--- src/rtl/uart_pkg.sv ---
// Shared UART definitions: frame geometry, bit-period derivation, FSM states and parity.
package uart_pkg;

    localparam int DATA_BITS         = 7;
    localparam int DEF_CLK_PERIOD_NS = 60;
    localparam int DEF_BIT_PERIOD_NS = 104167;
    localparam logic LINE_IDLE       = 1'b1;

    typedef enum logic [2:0] {
        IDLE,
        START,
        DATA,
        PARITY,
        STOP
    } uart_state_e;

    function automatic int clksPerBit(input int clkPeriodNs, input int bitPeriodNs);
        return bitPeriodNs / clkPeriodNs;
    endfunction

    function automatic logic parityOf(input logic [DATA_BITS-1:0] word);
        return ^word;
    endfunction

endpackage

--- src/rtl/uart_baud_tick.sv ---
// Bit-period counter: flags the last cycle of each bit and is held at zero while cleared.
module uart_baud_tick #(
    parameter int CLKS_PER_BIT = 1736
) (
    input  logic clk_i,
    input  logic rst_i,
    input  logic clear_i,
    output logic tick_o,
    output logic lastNext_o
);

    localparam int CW = (CLKS_PER_BIT > 1) ? $clog2(CLKS_PER_BIT) : 1;
    localparam logic [CW-1:0] LAST = CW'(CLKS_PER_BIT - 1);

    logic [CW-1:0] count_q;
    logic [CW-1:0] count_d;

    always_comb begin
        count_d = count_q;
        if (clear_i || count_q == LAST) begin
            count_d = '0;
        end else begin
            count_d = count_q + 1'b1;
        end
    end

    always_ff @(posedge clk_i or posedge rst_i) begin
        if (rst_i) begin
            count_q <= '0;
        end else begin
            count_q <= count_d;
        end
    end

    assign tick_o     = !clear_i && (count_q == LAST);
    // Lets the owner register a pulse that lands on the final cycle of a bit.
    assign lastNext_o = (count_d == LAST);

endmodule

--- src/rtl/uart_transmitter.sv ---
// UART transmitter: start, 7 data bits LSB first, even parity, stop; one-deep holding register.
module uart_transmitter
    import uart_pkg::*;
#(
    parameter int CLK_PERIOD_NS = DEF_CLK_PERIOD_NS,
    parameter int BIT_PERIOD_NS = DEF_BIT_PERIOD_NS
) (
    input  logic                 clk,
    input  logic                 rst,
    input  logic [DATA_BITS-1:0] in_data,
    input  logic                 in_valid,
    output logic                 in_ready,
    input  logic                 corrupt_parity,
    output logic                 transmit_bit,
    output logic                 busy,
    output logic                 frame_done
);

    localparam int CLKS_PER_BIT = clksPerBit(CLK_PERIOD_NS, BIT_PERIOD_NS);
    localparam logic [2:0] LAST_IDX = 3'(DATA_BITS - 1);

    uart_state_e state_q, state_d;
    logic                 holdFull_q, holdFull_d;
    logic [DATA_BITS-1:0] holdData_q, holdData_d;
    logic                 holdCorrupt_q, holdCorrupt_d;
    logic [DATA_BITS-1:0] shift_q, shift_d;
    logic                 parity_q, parity_d;
    logic [2:0]           bitIdx_q, bitIdx_d;
    logic                 txBit_q, txBit_d;
    logic                 busy_q, busy_d;
    logic                 frameDone_q, frameDone_d;
    logic                 bitEnd;
    logic                 lastCycleNext;
    logic                 transfer;

    uart_baud_tick #(
        .CLKS_PER_BIT(CLKS_PER_BIT)
    ) u_baud (
        .clk_i      (clk),
        .rst_i      (rst),
        .clear_i    (state_q == IDLE),
        .tick_o     (bitEnd),
        .lastNext_o (lastCycleNext)
    );

    always_ff @(posedge clk or posedge rst) begin
        if (rst) begin
            state_q       <= IDLE;
            holdFull_q    <= 1'b0;
            holdData_q    <= '0;
            holdCorrupt_q <= 1'b0;
            shift_q       <= '0;
            parity_q      <= 1'b0;
            bitIdx_q      <= '0;
            txBit_q       <= LINE_IDLE;
            busy_q        <= 1'b0;
            frameDone_q   <= 1'b0;
        end else begin
            state_q       <= state_d;
            holdFull_q    <= holdFull_d;
            holdData_q    <= holdData_d;
            holdCorrupt_q <= holdCorrupt_d;
            shift_q       <= shift_d;
            parity_q      <= parity_d;
            bitIdx_q      <= bitIdx_d;
            txBit_q       <= txBit_d;
            busy_q        <= busy_d;
            frameDone_q   <= frameDone_d;
        end
    end

    always_comb begin
        state_d       = state_q;
        bitIdx_d      = bitIdx_q;
        shift_d       = shift_q;
        parity_d      = parity_q;
        holdFull_d    = holdFull_q;
        holdData_d    = holdData_q;
        holdCorrupt_d = holdCorrupt_q;
        transfer      = 1'b0;

        unique case (state_q)
            IDLE: begin
                if (holdFull_q) begin
                    transfer = 1'b1;
                    state_d  = START;
                end
            end
            START: begin
                if (bitEnd) begin
                    state_d  = DATA;
                    bitIdx_d = '0;
                end
            end
            DATA: begin
                if (bitEnd) begin
                    if (bitIdx_q == LAST_IDX) begin
                        state_d = PARITY;
                    end else begin
                        bitIdx_d = bitIdx_q + 3'd1;
                    end
                end
            end
            PARITY: begin
                if (bitEnd) begin
                    state_d = STOP;
                end
            end
            STOP: begin
                // A waiting word starts its frame straight after this stop bit.
                if (bitEnd) begin
                    if (holdFull_q) begin
                        transfer = 1'b1;
                        state_d  = START;
                    end else begin
                        state_d = IDLE;
                    end
                end
            end
            default: state_d = IDLE;
        endcase

        if (transfer) begin
            shift_d    = holdData_q;
            parity_d   = parityOf(holdData_q) ^ holdCorrupt_q;
            holdFull_d = 1'b0;
        end else if (in_valid && !holdFull_q) begin
            holdFull_d    = 1'b1;
            holdData_d    = in_data;
            holdCorrupt_d = corrupt_parity;
        end
    end

    // Outputs are decoded from next-state values so the registered line moves with the state.
    always_comb begin
        txBit_d = LINE_IDLE;
        unique case (state_d)
            IDLE:    txBit_d = LINE_IDLE;
            START:   txBit_d = ~LINE_IDLE;
            DATA:    txBit_d = shift_d[bitIdx_d];
            PARITY:  txBit_d = parity_d;
            STOP:    txBit_d = LINE_IDLE;
            default: txBit_d = LINE_IDLE;
        endcase
        busy_d      = (state_d != IDLE);
        frameDone_d = (state_d == STOP) && lastCycleNext;
    end

    assign in_ready     = !holdFull_q;
    assign transmit_bit = txBit_q;
    assign busy         = busy_q;
    assign frame_done   = frameDone_q;

endmodule

--- config.mk ---
export PLATFORM = sky130hd
export DESIGN_NAME = uart_transmitter
export DESIGN_NICKNAME = d
export VERILOG_FILES = /design/src/rtl/uart_pkg.sv /design/src/rtl/uart_baud_tick.sv /design/src/rtl/uart_transmitter.sv
export SDC_FILE = /design/constraint.sdc
export NUM_CORES = 1
export LEC_CHECK = 0
export BUFFER_PORTS_ARGS = -buffer_cell sky130_fd_sc_hd__buf_4
export CORE_AREA = 5 5 69 71
export CTS_CLUSTER_SIZE = 20
export DETAILED_ROUTE_END_ITERATION = 7
export DIE_AREA = 0 0 74 76
export PLACE_DENSITY = 0.68
export SLEW_MARGIN = 10
export SYNTH_ARGS = -nofsm -noshare
export SYNTH_HDL_FRONTEND = slang
export SYNTH_SLANG_ARGS = --single-unit
--- constraint.sdc ---
create_clock -name clk -period 2.9 [get_ports clk]
set_clock_uncertainty 0.2 [all_clocks]
set_input_delay 0.29 -clock clk [delete_from_list [all_inputs] [get_ports clk]]
set_output_delay 0.29 -clock clk [all_outputs]
set_load 0.05 [all_outputs]
==> flow_summary.yaml, run 1 <==
finish:
  num-nets-final: 226
  drive_gt1_share_pct: 22.54
  non_filler_instance_count_after_layout: 265
  antenna_cells_inserted: 0
  post-route-util_pct: 54.47
  syn_to_final_growth_pct: 14.71
  ff_latch_area_sq_um: 927.1
  nFillCells: 351
  area_occupied_by_multi_input_gates_sq_um: 964.7
sta:
  post-route-period-util_pct: 91.75
  worst_slew_margin_rel_pct: 42.57
  hold_viol_final: 0
  worstMarginPinSlew_ps: 852.5
  report.final.setup_viol: 0
  finalWorstSetupSlack_ps: 239.4
  final.min_clock_period_ps: 2661
  maxClockFrequency_mhz: 375.9
  final_max_slew_viol_count: 0
  timing.setup.tns_ps: 0
  rsz0062_at_grt: "false"
die:
  starting_density_pct: 47.48
  chipWidth_um: 74
  die_y_um: 76
  floorplan.die_area_sq_um: 5624
  io_pins: 15
  std_cell_core_area_sq_um: 4174
  rows: 24
clock_network:
  numClockSinks: 37
  clock_tree.htree_level_count: 2
  clock_latency_ps: 290
  clk_root_buffer_cell: "clkbuf_8"
  cts.clk_slew.worst_paths_ps: 80
  cts-root-to-sink-buffers: 2
  cts_setup_buffers: 0
  cts_inserted_buffers: 5
  cts_tree: "done"
setup_path:
  crit_fanout: 7
  endpoint_kind: "register"
  timing_worst_setup_path_type: "register to register"
  critical_path_arrival_ps: 2680
  startpoint: "u_baud.count_q[3]"
  setup.worst_path.start_class: "register"
  worst-endpoint-required_ps: 2920
  timing.reg2reg.worst_path_depth: 7
  worst_r2r_startpoint: "u_baud.count_q[3]"
place:
  pre_cts_ws_ps: 278.6
  routabilityCongestion: 0.8663
  hpwl_dp_um: 3053
  io_buffers: 14
  dpl.cell_count: 255
min_path:
  min-delay-start: "corrupt_parity"
  min-delay-path-class: "primary input to register"
  hold_path_depth: 2
grt:
  grt_start_max_net_pins: 28
  globalRouteTotalUtil_pct: 15.76
  number_of_global_route_vias_before_repair: 1483
  antenna_violations_before_repair: 0
  grt_pass1_wl_um: 6886
  globalRouteOverflowTotal: 0
power_and_ir_drop:
  power.static_leakage_uw: 0.001013
  post_layout_total_power_uw: 1479
  vdd_ir_drop_max_mv: 0.5245
  p_per_area_nw_per_um2: 650.5
synth:
  post_synth_inst_count: 196
  number_of_synthesized_register_bits: 37
  synthTopCellsByArea: "dfrtp_1 45%, mux2_2 6.3%, xnor2_1 5.3%, nor2_1 3.0%, nand3_1 2.5%"
  synth_fp_nets: 210
  synth_most_common_cell: "dfrtp_1"
  synth-seq-area-share_pct: 46.78
  synth_edf_count: 0
  synth.avg_cell_area_sq_um: 10.11
  ys_async_sr_fraction_pct: 100.0
  synthTopCellsByCount: "36 x dfrtp_1, 16 x nor2_1, 12 x xnor2_1"
  synth.distinct_cells: 50
  dominantRegCellSynth: "dfrtp_1"
  synth.largest_area_cell: "dfrtp_1"
  syn_area_sq_um: 1982
  synth.top_cell.area_share_pct: 45.45
  synth.yosys.warnings: 0
routing:
  detail-route-antenna-nets: 0
  post-route-drc-count: 0
  routedWlPerCell_um: 15.51
  drt-initial-drc-count: 67
  via_count: 1529
  postRouteWirelength_um: 4110
  route.detailed.vias_per_inst: 5.770
  drt_pre_antenna_iters: 4
flow_run:
  cap_viol_max_count: 0
status:
  result_of_the_run: "complete, no violations"
[worst max-delay path: stages, from the launching register on]
cell and delay, ps:
dfrtp_1 440, or4_4 580, or3_4 380, o211a_1 280
inv_1 150, nor3b_1 70, o41a_1 300, a31oi_1 180
[kinds of logic after synthesis]
| group | Yosys count | share of synthesized area [%] |
|---|---|---|
| multiplexers | 11 | 6.250 |
| flip-flops | 37 | 46.78 |
| AO/OA/AOI/OAI | 38 | 14.08 |
| buffers and inverters | 21 | 4.545 |
| adder cells (fa/ha/maj) | 3 | 1.894 |
| AND/OR/NAND/NOR | 69 | 18.94 |
| XOR/XNOR | 17 | 7.512 |
[power by group]
group          leakage, uW  internal [uW]  total [uW]  switching (uW)
clock network    0.0000574            280         465             185
logic             0.000500            161         291             130
registers         0.000456            609         723             113
[registers in the layout, summed over array words and instances (netlist names)]
name            cells
u_baud.count_q     11
shift_q             7
transmit_bit        1
busy                1
state_q             3
parity_q            1
bitIdx_q            3
holdFull_q          1
frame_done          1
holdData_q          7
holdCorrupt_q       1
[cells in the final DEF, fill, tap and decap left out, types with 3 or more instances in the layout]
cell type   n
and3_1      7
nand4_1     4
o21ai_0     7
xor2_1      5
nor3b_1     3
dfrtp_1    36
mux2_2     11
nand3_1    10
a31oi_1     3
a211oi_1    4
ha_1        3
inv_1       8
buf_4      19
clkbuf_8    6
xnor2_1    12
nand2_1    11
o31ai_1     3
or3_1       3
nor2_1     16
o21a_1      3
[layer usage]
| layer | share of wire [%] | global-route usage, % | up-vias |
|---|---|---|---|
| li1 | - | - | 734 |
| met1 | 46 | 21.60 | 756 |
| met4 | 1.2 | 6.159 | 0 |
| met3 | 4.0 | 3.166 | 5 |
| met5 | 0 | 0 | - |
| met2 | 49 | 24.20 | 34 |
[final cells by class]
cell class                 instances  area share (%)
sequential                        37           40.78
tap                               52           2.862
clock inverter                     2           1.651
multi-input combinational        138           42.43
inverter                           9           1.486
clock buffer                       6           3.632
timing repair buffer              21           7.155
[timing repair]
action | in CTS | in global routing
gates resized for setup | 0 | 0
hold buffers | 1 | 1
hold endpoints to repair | 10 | 1
[through the flow]
step | cell area [sq um] | hold WS (ps)
final | 2273 | 22.84
after global routing | 2273 | 15.03
after CTS | 2263 | 0.6582
after detailed placement | 2133 | 117.5
after global placement | 2133 | 109.3
after floorplan | 1982 | 207.0
[final timing paths]
check / slack (ps) / endpoint
worst max register to register: 240 / transmit_bit
max in group asynchronous: 1420 / transmit_bit
worst min register to register: 310 / u_baud.count_q[0]
worst min-delay path: 20 / holdCorrupt_q
min in group asynchronous: 350 / u_baud.count_q[10]
worst max-delay path: 240 / transmit_bit
No activity file was read; power rests on OpenSTA's default activity.
==> inputs of run 2 (changes only) <==
--- a/config.mk
+++ b/config.mk
@@ -10,7 +10,7 @@
 export CTS_CLUSTER_SIZE = 20
 export DETAILED_ROUTE_END_ITERATION = 7
 export DIE_AREA = 0 0 74 76
-export PLACE_DENSITY = 0.68
+export PLACE_DENSITY = 0.75
 export SLEW_MARGIN = 10
 export SYNTH_ARGS = -nofsm -noshare
 export SYNTH_HDL_FRONTEND = slang
==> run 2 against run 1 <==
  * Fmax is 0.53% higher
  * First-iteration DRC count is 7.5% lower
  * Sequential power about the same
  * Routed wire length is 5.4% lower
  * Clock power barely moved
  * Combinational power grew 2%
  * Core utilization fell by 0.42 points
  * Via count is 3.7% lower
  * Non-clock buffer count down 2
  * Register-to-register slack hardly changed
  * Sequential share of layout area grew 0.32 points
  * Die area did not move
  * Largest cell class unchanged
  * Largest power group unchanged
==> flow_summary.yaml, run 2 (synthesis results as in run 1) <==
status:
  result_of_the_run: "complete, no violations"
setup_path:
  timing_worst_setup_path_type: "register to register"
  critical_path_arrival_ps: 2660
  endpoint_kind: "register"
  timing.critical_path.to: "transmit_bit"
  worst_r2r_startpoint: "u_baud.count_q[3]"
  worst-endpoint-required_ps: 2910
  startpoint: "u_baud.count_q[3]"
  worst_r2r_endpoint: "transmit_bit"
  timing.reg2reg.worst_path_depth: 7
  crit_fanout: 7
  setup.worst_path.start_class: "register"
  slack_of_the_worst_reg_to_reg_path_ps: 250
clock_network:
  cts-root-to-sink-buffers: 2
  cts_inserted_buffers: 5
  cts_tree: "done"
  clock_latency_ps: 290
  cts.clk_slew.worst_paths_ps: 70
  clock_tree.htree_level_count: 2
  numClockSinks: 37
  clk_root_buffer_cell: "clkbuf_8"
  cts_setup_buffers: 0
power_and_ir_drop:
  p_per_area_nw_per_um2: 658.4
  power.share.sequential_pct: 48.7
  internal_power_uw: 1050
  power.share.switching_pct: 29.31
  part_of_the_power_in_combinational_logic_pct: 20.0
  vdd_ir_drop_max_mv: 0.4847
  power.static_leakage_uw: 0.001006
  netSwitchingPower_uw: 435.4
  fraction_of_power_consumed_by_the_clock_network_pct: 31.3
routing:
  post-route-drc-count: 0
  drt_pre_antenna_iters: 4
  detail-route-antenna-nets: 0
  routedWlPerCell_um: 14.79
  via_count: 1472
  postRouteWirelength_um: 3890
  route.detailed.vias_per_inst: 5.597
  drt-initial-drc-count: 62
finish:
  layout_commonest_cell: "dfrtp_1"
  drive_gt1_share_pct: 22.27
  antenna_cells_inserted: 0
  mostFrequentLayoutCells: "36 x dfrtp_1, 18 x buf_4, 16 x nor2_1"
  num-nets-final: 224
  largest-register: "u_baud.count_q"
  syn_to_final_growth_pct: 13.83
  largest_register_ffs: 11
  biggest_regs: "u_baud.count_q (11), holdData_q (7), shift_q (7)"
sta:
  finalHoldWorstSlack_ps: 18.89
  final.min_clock_period_ps: 2646
  worstMarginPinSlew_ps: 647.5
  maxClockFrequency_mhz: 377.9
  final_max_slew_viol_count: 0
  hold_viol_final: 0
  timing.setup.tns_ps: 0
  post-route-period-util_pct: 91.26
  worst_slew_margin_rel_pct: 56.74
  report.final.setup_viol: 0
  rsz0062_at_grt: "false"
die:
  die_y_um: 76
  starting_density_pct: 47.48
  floorplan.die_area_sq_um: 5624
  std_cell_core_area_sq_um: 4174
  rows: 24
  chipWidth_um: 74
  io_pins: 15
grt:
  antenna_violations_before_repair: 0
  globalRouteTotalUtil_pct: 15.63
  grt_start_max_net_pins: 38
  grt_pass1_wl_um: 6817
  grt_use_met1_pct: 21.11
  fraction_of_met2_tracks_used_by_global_routing_pct: 24.38
  top_usage_layer: "met2"
  number_of_global_route_vias_before_repair: 1461
  groute.layer.met3.usage_pct: 3.166
  globalRouteOverflowTotal: 0
place:
  io_buffers: 14
  routabilityCongestion: 0.8546
  hpwl_dp_um: 2856
min_path:
  min-delay-path-class: "primary input to register"
flow_run:
  cap_viol_max_count: 0
==> run 2: changes by cell type in the layout (fill, tap and decap cells not counted), sizes merged <==
cell	before	now
dlygate4sd3	2	1
buf	19	18
==> run 2: layout make-up <==
class                   instances  area (sq um)
clock inverters                 2         37.54
well taps                      52         65.06
inverters                       9         33.78
flip-flops and latches         37         927.1
multi-input cells             138         964.7
clock buffers                   6         82.58
repair buffers                 19         145.1
fillers                       374          1918
==> run 2: per-layer routing <==
layer	wire length, um	vias to the layer above
met5	0	-
met4	74	0
met3	150	6
met2	1870	30
met1	1794	709
li1	-	727
==> run 2: stage by stage <==
stage / setup WS [ps] / std cells / total power (uW) / utilization (%) / instance area, sq um
floorplan: 403.0 / 196 / 953.0 / - / 1982
finish: 253.5 / 263 / 1485 / 54.05 / 2256
detailed placement: 295.9 / 254 / 1026 / 50.93 / 2126
global placement: 337.9 / 254 / 1004 / 50.93 / 2126
global route: 121.3 / 263 / 1572 / 54.05 / 2256
CTS: 261.6 / 263 / 1497 / 54.05 / 2256
==> run 2: worst min path at each step <==
stage | start | end | slack (ps) | cells past startpoint
after floorplan | in_valid | holdFull_q | 210 | 1
after global placement | rst | u_baud.count_q[5] | 220 | 3
after detailed placement | rst | u_baud.count_q[5] | 240 | 3
after CTS | in_valid | holdFull_q | 6 | 2
after global routing | in_valid | holdFull_q | 7 | 2
final | in_valid | holdFull_q | 20 | 2
==> run 2: power by group through the flow <==
stage                     combinational (uW)  clock, uW  sequential (uW)
after floorplan                          279          0              674
after CTS                                301        475              720
after global placement                   280          0              724
final                                    297        465              723
after detailed placement                 297          0              729
after global routing                     334        501              738
==> run 2: timing repair <==
item                      CTS  global route
gates resized for setup     0             0
hold endpoints to repair   36             0
hold buffers                1             0
==> run 2: critical path, cell delays in order (launching register included) <==
cell and delay [ps]:
dfrtp_1 460, or4_4 580, or3_4 360, o21a_1 190, a21oi_2 140, inv_2 60, o41a_1 410, a31oi_1 170
==> inputs of run 3 (changes only) <==
--- a/config.mk
+++ b/config.mk
@@ -6,12 +6,15 @@
 export NUM_CORES = 1
 export LEC_CHECK = 0
 export BUFFER_PORTS_ARGS = -buffer_cell sky130_fd_sc_hd__buf_4
-export CORE_AREA = 5 5 69 71
+export CORE_AREA = 5 5 68 70
 export CTS_CLUSTER_SIZE = 20
 export DETAILED_ROUTE_END_ITERATION = 7
-export DIE_AREA = 0 0 74 76
+export DIE_AREA = 0 0 73 75
+export MAX_ROUTING_LAYER = met4
 export PLACE_DENSITY = 0.75
+export SETUP_SLACK_MARGIN = 0.4
 export SLEW_MARGIN = 10
 export SYNTH_ARGS = -nofsm -noshare
 export SYNTH_HDL_FRONTEND = slang
+export SYNTH_HIERARCHICAL = 1
 export SYNTH_SLANG_ARGS = --single-unit
==> run 3 against run 2 <==
  * Critical path type unchanged
  * Via count is 7.5% lower
  * Total power is 37% higher
  * Global-route usage is 1.5 points higher
  * Final cell count shrank 4.6%
  * Sequential share of layout area is 1.9 points lower
  * Largest power group unchanged
  * Hold slack lost 16 ps
  * Synthesized cell count is 15% lower
==> flow_summary.yaml, run 3 <==
grt:
  grt_pass1_wl_um: 6913
  globalRouteTotalUtil_pct: 17.09
  number_of_global_route_vias_before_repair: 1509
  globalRouteOverflowTotal: 0
  antenna_violations_before_repair: 0
  grt_start_max_net_pins: 27
synth:
  synth.avg_cell_area_sq_um: 11.46
  synth_fp_nets: 181
  synth-simple-area-share_pct: 18.64
  synth-seq-area-share_pct: 48.46
  number_of_synthesized_register_bits: 37
  synth.distinct_cells: 54
  syn_area_sq_um: 1913
  synth_xor_area_share_pct: 6.867
  post_synth_inst_count: 167
  synth-adder-area-share_pct: 1.962
  synth.largest_area_cell: "dfrtp_1"
  synthTopCellsByArea: "dfrtp_1 47%, mux2_2 4.7%, mux2_1 4.1%, xnor2_1 4.1%, xor2_1 2.7%"
  synth_edf_count: 0
  synth_top_family_by_area: "simple AND/OR/NAND/NOR gates"
  synth_most_common_cell: "dfrtp_1"
  synthTopCellsByCount: "36 x dfrtp_1, 12 x nor2_1, 10 x nand2_1"
  synth-compound-area-share_pct: 8.044
  dominantRegCellSynth: "dfrtp_1"
  ys_async_sr_fraction_pct: 100.0
  synth.top_cell.area_share_pct: 47.09
  multiplexer_share_of_the_synthesized_area_pct: 11.97
  synth.yosys.warnings: 6
sta:
  finalWorstSetupSlack_ps: 98.93
  final.min_clock_period_ps: 2801
  report.final.setup_viol: 0
  hold_viol_final: 0
  maxClockFrequency_mhz: 357.0
  final_max_slew_viol_count: 0
  worst_slew_margin_rel_pct: 31.78
  worstMarginPinSlew_ps: 1022
  rsz0062_at_grt: "true"
  post-route-period-util_pct: 96.59
finish:
  non_filler_instance_count_after_layout: 251
  largest-register: "u_baud/count_q"
  syn_to_final_growth_pct: 23.48
  biggest_regs: "u_baud/count_q (11), holdData_q (7), shift_q (7)"
  drive_gt1_share_pct: 35.32
  largest_register_ffs: 11
  nFillCells: 340
  finalInstanceArea_sq_um: 2362
  layout_commonest_cell: "dfrtp_1"
  num-nets-final: 214
  mostFrequentLayoutCells: "36 x dfrtp_1, 30 x buf_4, 12 x nor2_1"
  antenna_cells_inserted: 0
power_and_ir_drop:
  vdd_ir_drop_max_mv: 0.4566
  power.static_leakage_uw: 0.001090
  p_per_area_nw_per_um2: 859.6
  post_layout_total_power_uw: 2031
die:
  starting_density_pct: 48.88
  std_cell_core_area_sq_um: 3914
  rows: 23
  chipWidth_um: 73
  io_pins: 15
  floorplan.die_area_sq_um: 5475
  die_y_um: 75
setup_path:
  crit_chain: "ha_2, and3_1, and3_4, nor2b_2, buf_4, and4bb_1, nand2_2, mux2_2, and3_1, o41ai_2"
  worst-endpoint-required_ps: 2890
  crit_fanout: 10
  timing.critical_path.slowest_stage_cell: "dfrtp_1"
  setup.worst_path.start_class: "register"
  critical_path_arrival_ps: 2790
  timing_worst_setup_path_type: "register to register"
  path_common_cell: "and3_1"
  endpoint_kind: "register"
  critPathMaxStageDelay_ps: 390
routing:
  dr_wl_met3_um: 111
  highest_layer: "met4"
  postRouteWirelength_um: 4074
  m1WireLength_um: 1637
  via_count: 1361
  routedWlPerCell_um: 16.23
  post-route-drc-count: 0
  detail-route-antenna-nets: 0
  drt_pre_antenna_iters: 4
  wl_met2_um: 2253
  drt-initial-drc-count: 68
  route.detailed.vias_per_inst: 5.422
clock_network:
  clk_root_buffer_cell: "clkbuf_8"
  cts_tree: "done"
  cts.clk_slew.worst_paths_ps: 80
  clock_tree.htree_level_count: 2
  numClockSinks: 37
  clock_latency_ps: 290
  cts_inserted_buffers: 5
  cts-root-to-sink-buffers: 2
place:
  io_buffers: 14
  routabilityCongestion: 0.9429
  dpl.cell_count: 237
  placed_area_sq_um: 2130
  pre_cts_ws_ps: -122.3
  hpwl_dp_um: 2860
flow_run:
  cap_viol_max_count: 0
min_path:
  min-delay-path-class: "primary input to register"
status:
  result_of_the_run: "complete, no violations"
## run 3: changes by cell type in the layout (fill, tap and decap cells not counted), moves of 4 or more
cell / delta
buf_4: +12
mux2_1: +7
o21ai_0: -6
and3_1: -5
a211oi_1: -4
nand3_1: -4
nor2_1: -4
## run 3: layout make-up
cell class	instances	area, sq um	share of cell area, %
clock buffers	5	68.82	2.913
clock inverters	3	65.06	2.754
inverters	9	33.78	1.430
multi-input cells	116	969.7	41.05
flip-flops and latches	37	927.1	39.25
well taps	50	62.56	2.648
repair buffers	31	235.2	9.958
## run 3: logic make-up (layout without fill, tap and decap cells)
logic type / count (synthesis) / count (layout)
flip-flops: 37 / 37
adder cells (fa/ha/maj): 3 / 3
AND/OR/NAND/NOR: 57 / 58
multiplexers: 20 / 20
buffers and inverters: 15 / 48
AO/OA/AOI/OAI: 20 / 20
XOR/XNOR: 15 / 15
## run 3: critical path: cells and delay by family, from the launching register on
kind	cells	cell delay, ps
flip-flops	1	390
multiplexers	1	370
AO/OA/AOI/OAI	1	340
adder cells (fa/ha/maj)	1	190
AND/OR/NAND/NOR	6	1040
buffers and inverters	1	180
## run 3: path summary, 6_finish.rpt
| path | end | cells after the start | from | slack (ps) |
|---|---|---|---|---|
| worst max-delay path | transmit_bit | 10 | u_baud/count_q[0] | 100 |
| worst min-delay path | holdFull_q | 2 | in_valid | 3 |
| worst max register to register | transmit_bit | 10 | u_baud/count_q[0] | 100 |
| worst min register to register | shift_q[1] | 1 | shift_q[1] | 300 |
| max in group asynchronous | holdData_q[5] | 3 | rst | 1260 |
| min in group asynchronous | u_baud/count_q[0] | 3 | rst | 360 |
## run 3: timing repair
item | 4_1_cts | 5_1_grt
endpoints found under the hold margin | 11 | 0
cloned | 1 | 0
pin swaps | 2 | 1
hold buffers | 1 | 0
setup endpoints to repair | 1 | 2
buffers inserted | 1 | 3
gates resized for setup | 10 | 1
## run 3: per-layer routing
metal,vias to the layer above,track usage (%)
met1,678,17.65
li1,653,-
met5,-,-
met2,24,31.18
met3,6,3.872
met4,0,6.967
## run 3: power breakdown
part	total [uW]	leakage [uW]	switching (uW)	internal [uW]
clock	524	0.0000681	182	342
combinational	718	0.000565	337	382
sequential	788	0.000457	108	681
## run 3: per-stage QoR
stage                     setup TNS, ps  hold WS (ps)  util, %
after global placement                0         109.9    54.41
after floorplan                       0        -57.56        -
after detailed placement         -122.3         116.9    54.41
final                                 0         3.106    60.36
after CTS                             0         4.715    59.62
after global routing             -57.62        -4.741    60.36
